==> config.mk <==
export PLATFORM = sky130hd
export DESIGN_NAME = rx_frame_arbiter
export DESIGN_NICKNAME = d
export VERILOG_FILES = /design/src/rtl/rx_frame_arbiter.sv
export SDC_FILE = /design/constraint.sdc
export NUM_CORES = 1
export LEC_CHECK = 0
export ABC_CLOCK_PERIOD_IN_PS = 1600
export BUFFER_PORTS_ARGS = -buffer_cell sky130_fd_sc_hd__buf_4
export CORE_ASPECT_RATIO = 1.5
export CORE_MARGIN = 1
export CORE_UTILIZATION = 25
export CTS_BUF_LIST = sky130_fd_sc_hd__clkbuf_8
export CTS_CLUSTER_SIZE = 40
export DETAILED_ROUTE_END_ITERATION = 7
export SKIP_CTS_REPAIR_TIMING = 1
export SLEW_MARGIN = 20
export SYNTH_ARGS = -nofsm -noshare
export SYNTH_HDL_FRONTEND = slang
export SYNTH_SLANG_ARGS = --single-unit
==> constraint.sdc <==
create_clock -name clk -period 1.6 [get_ports clk]
set_input_delay 0.08 -clock clk [delete_from_list [all_inputs] [get_ports clk]]
set_output_delay 0.08 -clock clk [all_outputs]
set_load 0.01 [all_outputs]
==> src/rtl/rx_frame_arbiter.sv <==
`default_nettype none
// ============================================================================
// Module      : rx_frame_arbiter
// Description : Frame-granular round-robin arbiter feeding one parser chain
//               from NUM_PORTS ingress beat streams, with length truncation.
// Revision    : 1.0 - initial release
// ============================================================================
module rx_frame_arbiter #(
    parameter  int DATA_WIDTH = 64,
    parameter  int NUM_PORTS  = 2,
    parameter  int MAX_BEATS  = 190,
    localparam int IDXW       = $clog2(DATA_WIDTH / 8),
    localparam int PW         = (NUM_PORTS > 2) ? $clog2(NUM_PORTS) : 1
) (
    input  logic                            clk,
    input  logic                            rst,
    input  logic [NUM_PORTS*DATA_WIDTH-1:0] s_tdata,
    input  logic [NUM_PORTS*IDXW-1:0]       s_idx,
    input  logic [NUM_PORTS-1:0]            s_valid,
    input  logic [NUM_PORTS-1:0]            s_last,
    output logic [NUM_PORTS-1:0]            s_ready,
    output logic [DATA_WIDTH-1:0]           m_tdata,
    output logic [IDXW-1:0]                 m_idx,
    output logic                            m_valid,
    output logic                            m_last,
    input  logic                            m_ready,
    output logic [PW-1:0]                   m_port,
    output logic                            m_first,
    output logic                            trunc_err,
    output logic                            busy
);

    localparam int c_CNT_W = $clog2(MAX_BEATS + 1);
    localparam logic [c_CNT_W-1:0] c_LAST_CNT = c_CNT_W'(MAX_BEATS - 1);

    localparam logic [1:0] c_ST_IDLE = 2'd0;
    localparam logic [1:0] c_ST_FWD  = 2'd1;
    localparam logic [1:0] c_ST_DROP = 2'd2;

    logic [1:0]            r_state;
    logic [PW-1:0]         r_grant;
    logic [PW-1:0]         r_rr_ptr;
    logic [c_CNT_W-1:0]    r_beat_cnt;
    logic                  r_trunc_err;

    logic [1:0]            w_state_nxt;
    logic                  w_req_any;
    logic                  w_hi_found;
    logic [PW-1:0]         w_hi_sel;
    logic [PW-1:0]         w_lo_sel;
    logic [PW-1:0]         w_grant_sel;
    logic [NUM_PORTS-1:0]  w_grant_onehot;
    logic                  w_sel_valid;
    logic                  w_sel_last;
    logic [DATA_WIDTH-1:0] w_sel_tdata;
    logic [IDXW-1:0]       w_sel_idx;
    logic                  w_at_limit;
    logic                  w_xfer;

    // Granted-port mux
    always_comb begin
        w_sel_valid = 1'b0;
        w_sel_last  = 1'b0;
        w_sel_tdata = '0;
        w_sel_idx   = '0;
        for (int p = 0; p < NUM_PORTS; p++) begin
            if (int'(r_grant) == p) begin
                w_sel_valid = s_valid[p];
                w_sel_last  = s_last[p];
                w_sel_tdata = s_tdata[p*DATA_WIDTH +: DATA_WIDTH];
                w_sel_idx   = s_idx[p*IDXW +: IDXW];
            end
        end
    end

    // Round-robin: lowest requester above rr_ptr, else lowest at/below it.
    // Searching real port numbers only means unused codes are never chosen.
    always_comb begin
        w_hi_found = 1'b0;
        w_hi_sel   = '0;
        w_lo_sel   = '0;
        for (int p = NUM_PORTS - 1; p >= 0; p--) begin
            if (s_valid[p]) begin
                if (p > int'(r_rr_ptr)) begin
                    w_hi_found = 1'b1;
                    w_hi_sel   = PW'(p);
                end else begin
                    w_lo_sel   = PW'(p);
                end
            end
        end
        w_grant_sel = w_hi_found ? w_hi_sel : w_lo_sel;
    end

    assign w_req_any      = |s_valid;
    assign w_grant_onehot = {{(NUM_PORTS-1){1'b0}}, 1'b1} << r_grant;
    assign w_at_limit     = (r_beat_cnt == c_LAST_CNT);

    always_comb begin
        w_state_nxt = r_state;
        w_xfer      = 1'b0;
        s_ready     = '0;
        m_valid     = 1'b0;
        m_last      = 1'b0;
        m_first     = 1'b0;
        m_tdata     = '0;
        m_idx       = '0;
        case (r_state)
            c_ST_IDLE: begin
                if (w_req_any) w_state_nxt = c_ST_FWD;
            end
            c_ST_FWD: begin
                m_valid = w_sel_valid;
                m_tdata = w_sel_tdata;
                m_idx   = w_sel_idx;
                m_last  = w_sel_valid & (w_sel_last | w_at_limit);
                m_first = (r_beat_cnt == '0);
                s_ready = w_grant_onehot & {NUM_PORTS{m_ready}};
                w_xfer  = w_sel_valid & m_ready;
                if (w_xfer) begin
                    if (w_sel_last)      w_state_nxt = c_ST_IDLE;
                    else if (w_at_limit) w_state_nxt = c_ST_DROP;
                end
            end
            c_ST_DROP: begin
                s_ready = w_grant_onehot;
                if (w_sel_valid && w_sel_last) w_state_nxt = c_ST_IDLE;
            end
            default: w_state_nxt = c_ST_IDLE;
        endcase
    end

    always_ff @(posedge clk) begin
        if (rst) begin
            r_state     <= c_ST_IDLE;
            r_grant     <= '0;
            r_rr_ptr    <= PW'(NUM_PORTS - 1);
            r_beat_cnt  <= '0;
            r_trunc_err <= 1'b0;
        end else begin
            r_state     <= w_state_nxt;
            r_trunc_err <= w_xfer & ~w_sel_last & w_at_limit;
            if (r_state == c_ST_IDLE && w_req_any) begin
                r_grant    <= w_grant_sel;
                r_rr_ptr   <= w_grant_sel;
                r_beat_cnt <= '0;
            end else if (w_xfer) begin
                r_beat_cnt <= r_beat_cnt + 1'b1;
            end
        end
    end

    assign m_port    = r_grant;
    assign trunc_err = r_trunc_err;
    assign busy      = (r_state != c_ST_IDLE);

endmodule
`default_nettype wire

== After elaboration in Yosys (flattened, before gate mapping) ==
Index checks and enable logic that the tools add are counted.
Word-level totals
  memories: 0
  word-level logic and storage cells: 53
  flip-flop bits (word level): 13
  input port bits: 141
  output and inout port bits: 75
  latch bits: 0
  memory bits (read-only): 0
  memory bits (writable): 0
Cells by class
  bitwise logic cells: 7
  reduce and logical (&&, ||, !) cells: 8
  div/mod/pow operators: 0
  $add $sub $neg: 1
  magnitude comparators: 1
  shifts and indexed selects: 1
  $mul: 0
  equal/unequal tests: 7
  mux-type cells: 23
Operators by type and width (number)
  2-to-1 mux 64 bit: 2
  2-to-1 mux 1 bit: 12
  2-to-1 mux 2 bit: 5
  adder 8 x 1 -> 8 bit, second input constant: 1
  == test 8 bit, second input constant: 1
  logical NOT 8 bit: 1
  2-to-1 mux 3 bit: 2
  != test 2 bit, second input constant: 3
  case mux 2 bit (3 select lines): 1
  AND 1 bit: 4
  case mux 2 bit (2 select lines): 1
  AND reduction 4 bit: 1
  OR reduction 2 bit: 2
  != test 3 bit, second input constant: 1
  AND 2 bit: 1
  == test 2 x 1 -> 1 bit, second input constant: 1
  == test 2 bit, second input constant: 1
  logical AND 1 bit: 2
  logical NOT 2 bit: 1
  nonzero test 2 bit: 1
  left shift 1 x 1 -> 2 bit, first input constant: 1
  > comparator 1 bit, first input constant: 1
  NOT 1 bit: 1
  bitwise OR 1 bit: 1

== Depth between registers and ports, before layout ==
  depth after elaboration: 5
  gate-level depth with buffers: 7
  gate-level depth less buffers: 6

== Least setup slack after synthesis ==
Ideal clock, no wire load.
  kind: register -> register
  start point: register r_state[0]
  end point: register r_state[0]
  required time: 1528 ps
  arrival: 1486 ps
  clock period less this slack: 1558 ps
  stages on the path, launching flop included: 7
  setup time: 72 ps
  setup slack: 42 ps
  cell sequence: dfxtp_1 > inv_1 > ha_1 > inv_1 > o22ai_1 > a2111oi_2 > mux2i_1
RTL lines
  from (decl): line 40  | logic [1:0] r_state;
  from (signal assigned): line 135  | r_state <= c_ST_IDLE;
  from (signal assigned): line 141  | r_state <= w_state_nxt;
  == test 2 bit, or another cell as far along: line 108  | case (r_state)
  case mux 2 bit (3 select lines) (*): line 108
  net w_state_nxt[0]: line 46  | logic [1:0] w_state_nxt;
The timed path passes the listed nets; every way through them passes the cells marked *.
A chain may end at the register's enable or synchronous reset.

== Worst setup path after layout ==
  start point: register r_beat_cnt[5]
  end point: output m_first
Between the ends
  longest elaborated chain between the ends: 2
Ends and longest elaborated chain
  from (decl): line 43  | logic [c_CNT_W-1:0] r_beat_cnt;
  from (signal assigned): line 148  | r_beat_cnt <= r_beat_cnt + 1'b1;
  logical NOT 8 bit: line 117  | m_first = (r_beat_cnt == '0);
  2-to-1 mux 1 bit: line 108
  to (decl): line 28  | output logic m_first,
No other way between the ends.

==> metrics.txt <==
syn_nets=394; Lkg Pwr=1.87 nW; crit-path max FO=3; via count=2605; share of cells above drive strength 1=a little under three fifths; TritonRoute pass-1 iters=4; crit path cell chain=or4_4, nor4_4, buf_4; VDD IR max=1.06 mV; Syn-to-layout area delta=103%; class of the most critical hold timing path=in -> reg; Post-synth ARST share=0%; clock skew=9.56 ps; Starting Density=around a quarter; dominant synthesized flop cell=dfxtp_1; Warnings, synthesis=0; r2r endpoint=r_state[0]; clk_lat worst skew=between 200 and 300 ps; DRC=0; largest net degree at the start of global routing=67; core area=7610 um2; gr usage total=roughly a fifth; R2R Setup Slk=30 ps; final core area utilization=52.4%; Post-synth EDFFs=0; port bufs=~220; Critical path origin=r_beat_cnt[5]; TritonCTS clock tree=yes; GRT Residual Overflow=0; kind of critical path=reg -> out; root buffer cell=clkbuf_8; WP data arrival=about 1500 ps; Mapped Cells=247; site row count=39; Max Slew Vio Count=0; f_max=628 MHz; Mean Syn Cell Area=7.93 um2; die width=74.3 um; Critical Path Max Stage Delay=570 ps; Synth cell types=34; Clk pwr share=7.7%; Clock Path Buffers=2; Iter 0 DRT Violations=84; hold path depth=2; required arrival time at the worst endpoint=1520 ps; sequential power share=roughly a tenth; WL final=9.23 mm; Total Power=3.96 mW; antenna viol nets, final=0; Yosys reg bits=13; wire length per cell=about 16 um; delay-heaviest family, CP=simple AND/OR/NAND/NOR gates; Comb power frac=82.2%; Worst path slowest cell=or4_4; commonest non-fill, non-tap cell in the layout=buf_4; FILL cells=747; post-DR vias/cell=4.59; dpl hpwl=between 7 and 8 mm; switching power=1.63 mW; post-synthesis sequential area ratio=13.3%; slew margin rel.=between 70% and 80%; Worst setup EP type=output port; most frequent cells in the layout=buf_4, mux2i_1, nor2b_1; post-layout min period=1590 ps; Sw Ratio=41.0%; crit path buf inv count=1; outcome=completed; diodes inserted=0; critical path endpoint=m_first; measured slew at the worst slew-check pin=415 ps; WP depth=3; Fin. Hold Viols=0; mapped cell area=1960 um2; Max Cap Violations=0; Reg2Reg Depth=6; Pint=2.34 mW; fin crit share=99.5%; first-pass GRT wire length=12.4 mm; unrepaired setup endpoints after global routing=true; Setup Viol. Count Final=0; Layout Nets=614; pwr/cell area=995 nW/um2; vias in the first global route=2447; die area=8200 um2; Clock Sinks=13; htree depth=1; initial antenna violation count=0; worst reg2reg startpoint=r_state[0]; Clock transition at path regs=60 ps; cts bufs inserted=3; Ports=216; Startpoint Class=flip-flop; gpl congestion=about 0.87; Die Span Y=110 um
## layout make-up
| class | instances | area (um2) | share of cell area (%) |
|---|---|---|---|
| multi-input cells | 206 | 1670 | 42.0 |
| clock inverters | 1 | 3.75 | 0.0942 |
| repair buffers | 232 | 1830 | 45.8 |
| flip-flops and latches | 13 | 272 | 6.81 |
| well taps | 102 | 128 | 3.20 |
| clock buffers | 3 | 41.3 | 1.04 |
| inverters | 11 | 41.3 | 1.04 |
## cell usage after synthesis (2+ instances only)
master	count	area [um2]
o21ai_0	2	10.0
nor3_1	2	10.0
nand4_1	3	18.8
inv_1	11	41.3
nor2b_1	67	419
nand2b_1	4	25.0
a21oi_1	6	30.0
or4_1	2	15.0
xor2_1	3	26.3
ha_1	6	75.1
xnor2_1	3	26.3
and2_1	2	12.5
nor2_1	12	45.0
mux2i_1	71	711
nand3b_1	2	15.0
clkbuf_1	8	30.0
buf_2	7	35.0
nand3_1	2	10.0
dfxtp_1	13	260
nand2_1	7	26.3
## routing by layer
layer	wire length, um	share of wire (%)	vias to the layer above	global-route usage, %
met5	0	0	-	0
met4	308	3.3	0	7.30
met3	979	11	23	6.39
met2	4850	53	124	37.3
met1	3090	33	1180	18.9
li1	-	-	1278	-
## state kept, by name, summed over array words and instances, names as in the netlist
register    cells
m_port          1
r_beat_cnt      8
r_rr_ptr        1
r_state         2
trunc_err       1
## stage by stage
| step | worst slack (ps) | area, um2 | std cells | setup TNS, ps | hold WS, ps |
|---|---|---|---|---|---|
| finish | 8.60 | 3990 | 568 | 0 | 46.1 |
| global route | -36.7 | 3990 | 568 | -122 | 59.7 |
| CTS | -200 | 3790 | 563 | -10220 | 43.1 |
| detailed placement | -28.4 | 3750 | 559 | -48.0 | 308 |
| global placement | 19.6 | 3750 | 559 | 0 | 313 |
| floorplan | 42.1 | 1960 | 247 | 0 | 152 |
## power groups by stage
stage	registers, mW	clock network [mW]	logic, mW
final	0.400	0.305	3.26
after global routing	0.405	0.320	3.47
after CTS	0.396	0.305	3.02
after detailed placement	0.404	0	3.01
after global placement	0.401	0	2.99
after floorplan	0.385	0	1.58
## worst register-to-register path: cells and delay by family (launching register included)
kind	cells	cell delay, ps
buffers and inverters	2	170
flip-flops	1	360
adder cells (fa/ha/maj)	1	230
AO/OA/AOI/OAI	2	500
multiplexers	1	230
## worst min path at each step
stage | slack [ps] | to | startpoint
after floorplan | 150 | m_port | rst
after global placement | 310 | m_port | rst
after detailed placement | 310 | m_port | rst
after CTS | 40 | m_port | rst
after global routing | 60 | m_port | rst
final | 50 | m_port | rst
## cells by family (layout without fill, tap and decap cells)
group	after synthesis	after routing	synth area share, %
fa+ha+maj	6	6	3.83
xor+xnor	6	6	2.68
buf+inv	28	247	6.00
mux	72	72	36.8
simple gates	107	107	32.1
flops	13	13	13.3
compound gates	15	15	5.30
Power figures use the tool's default switching activity.
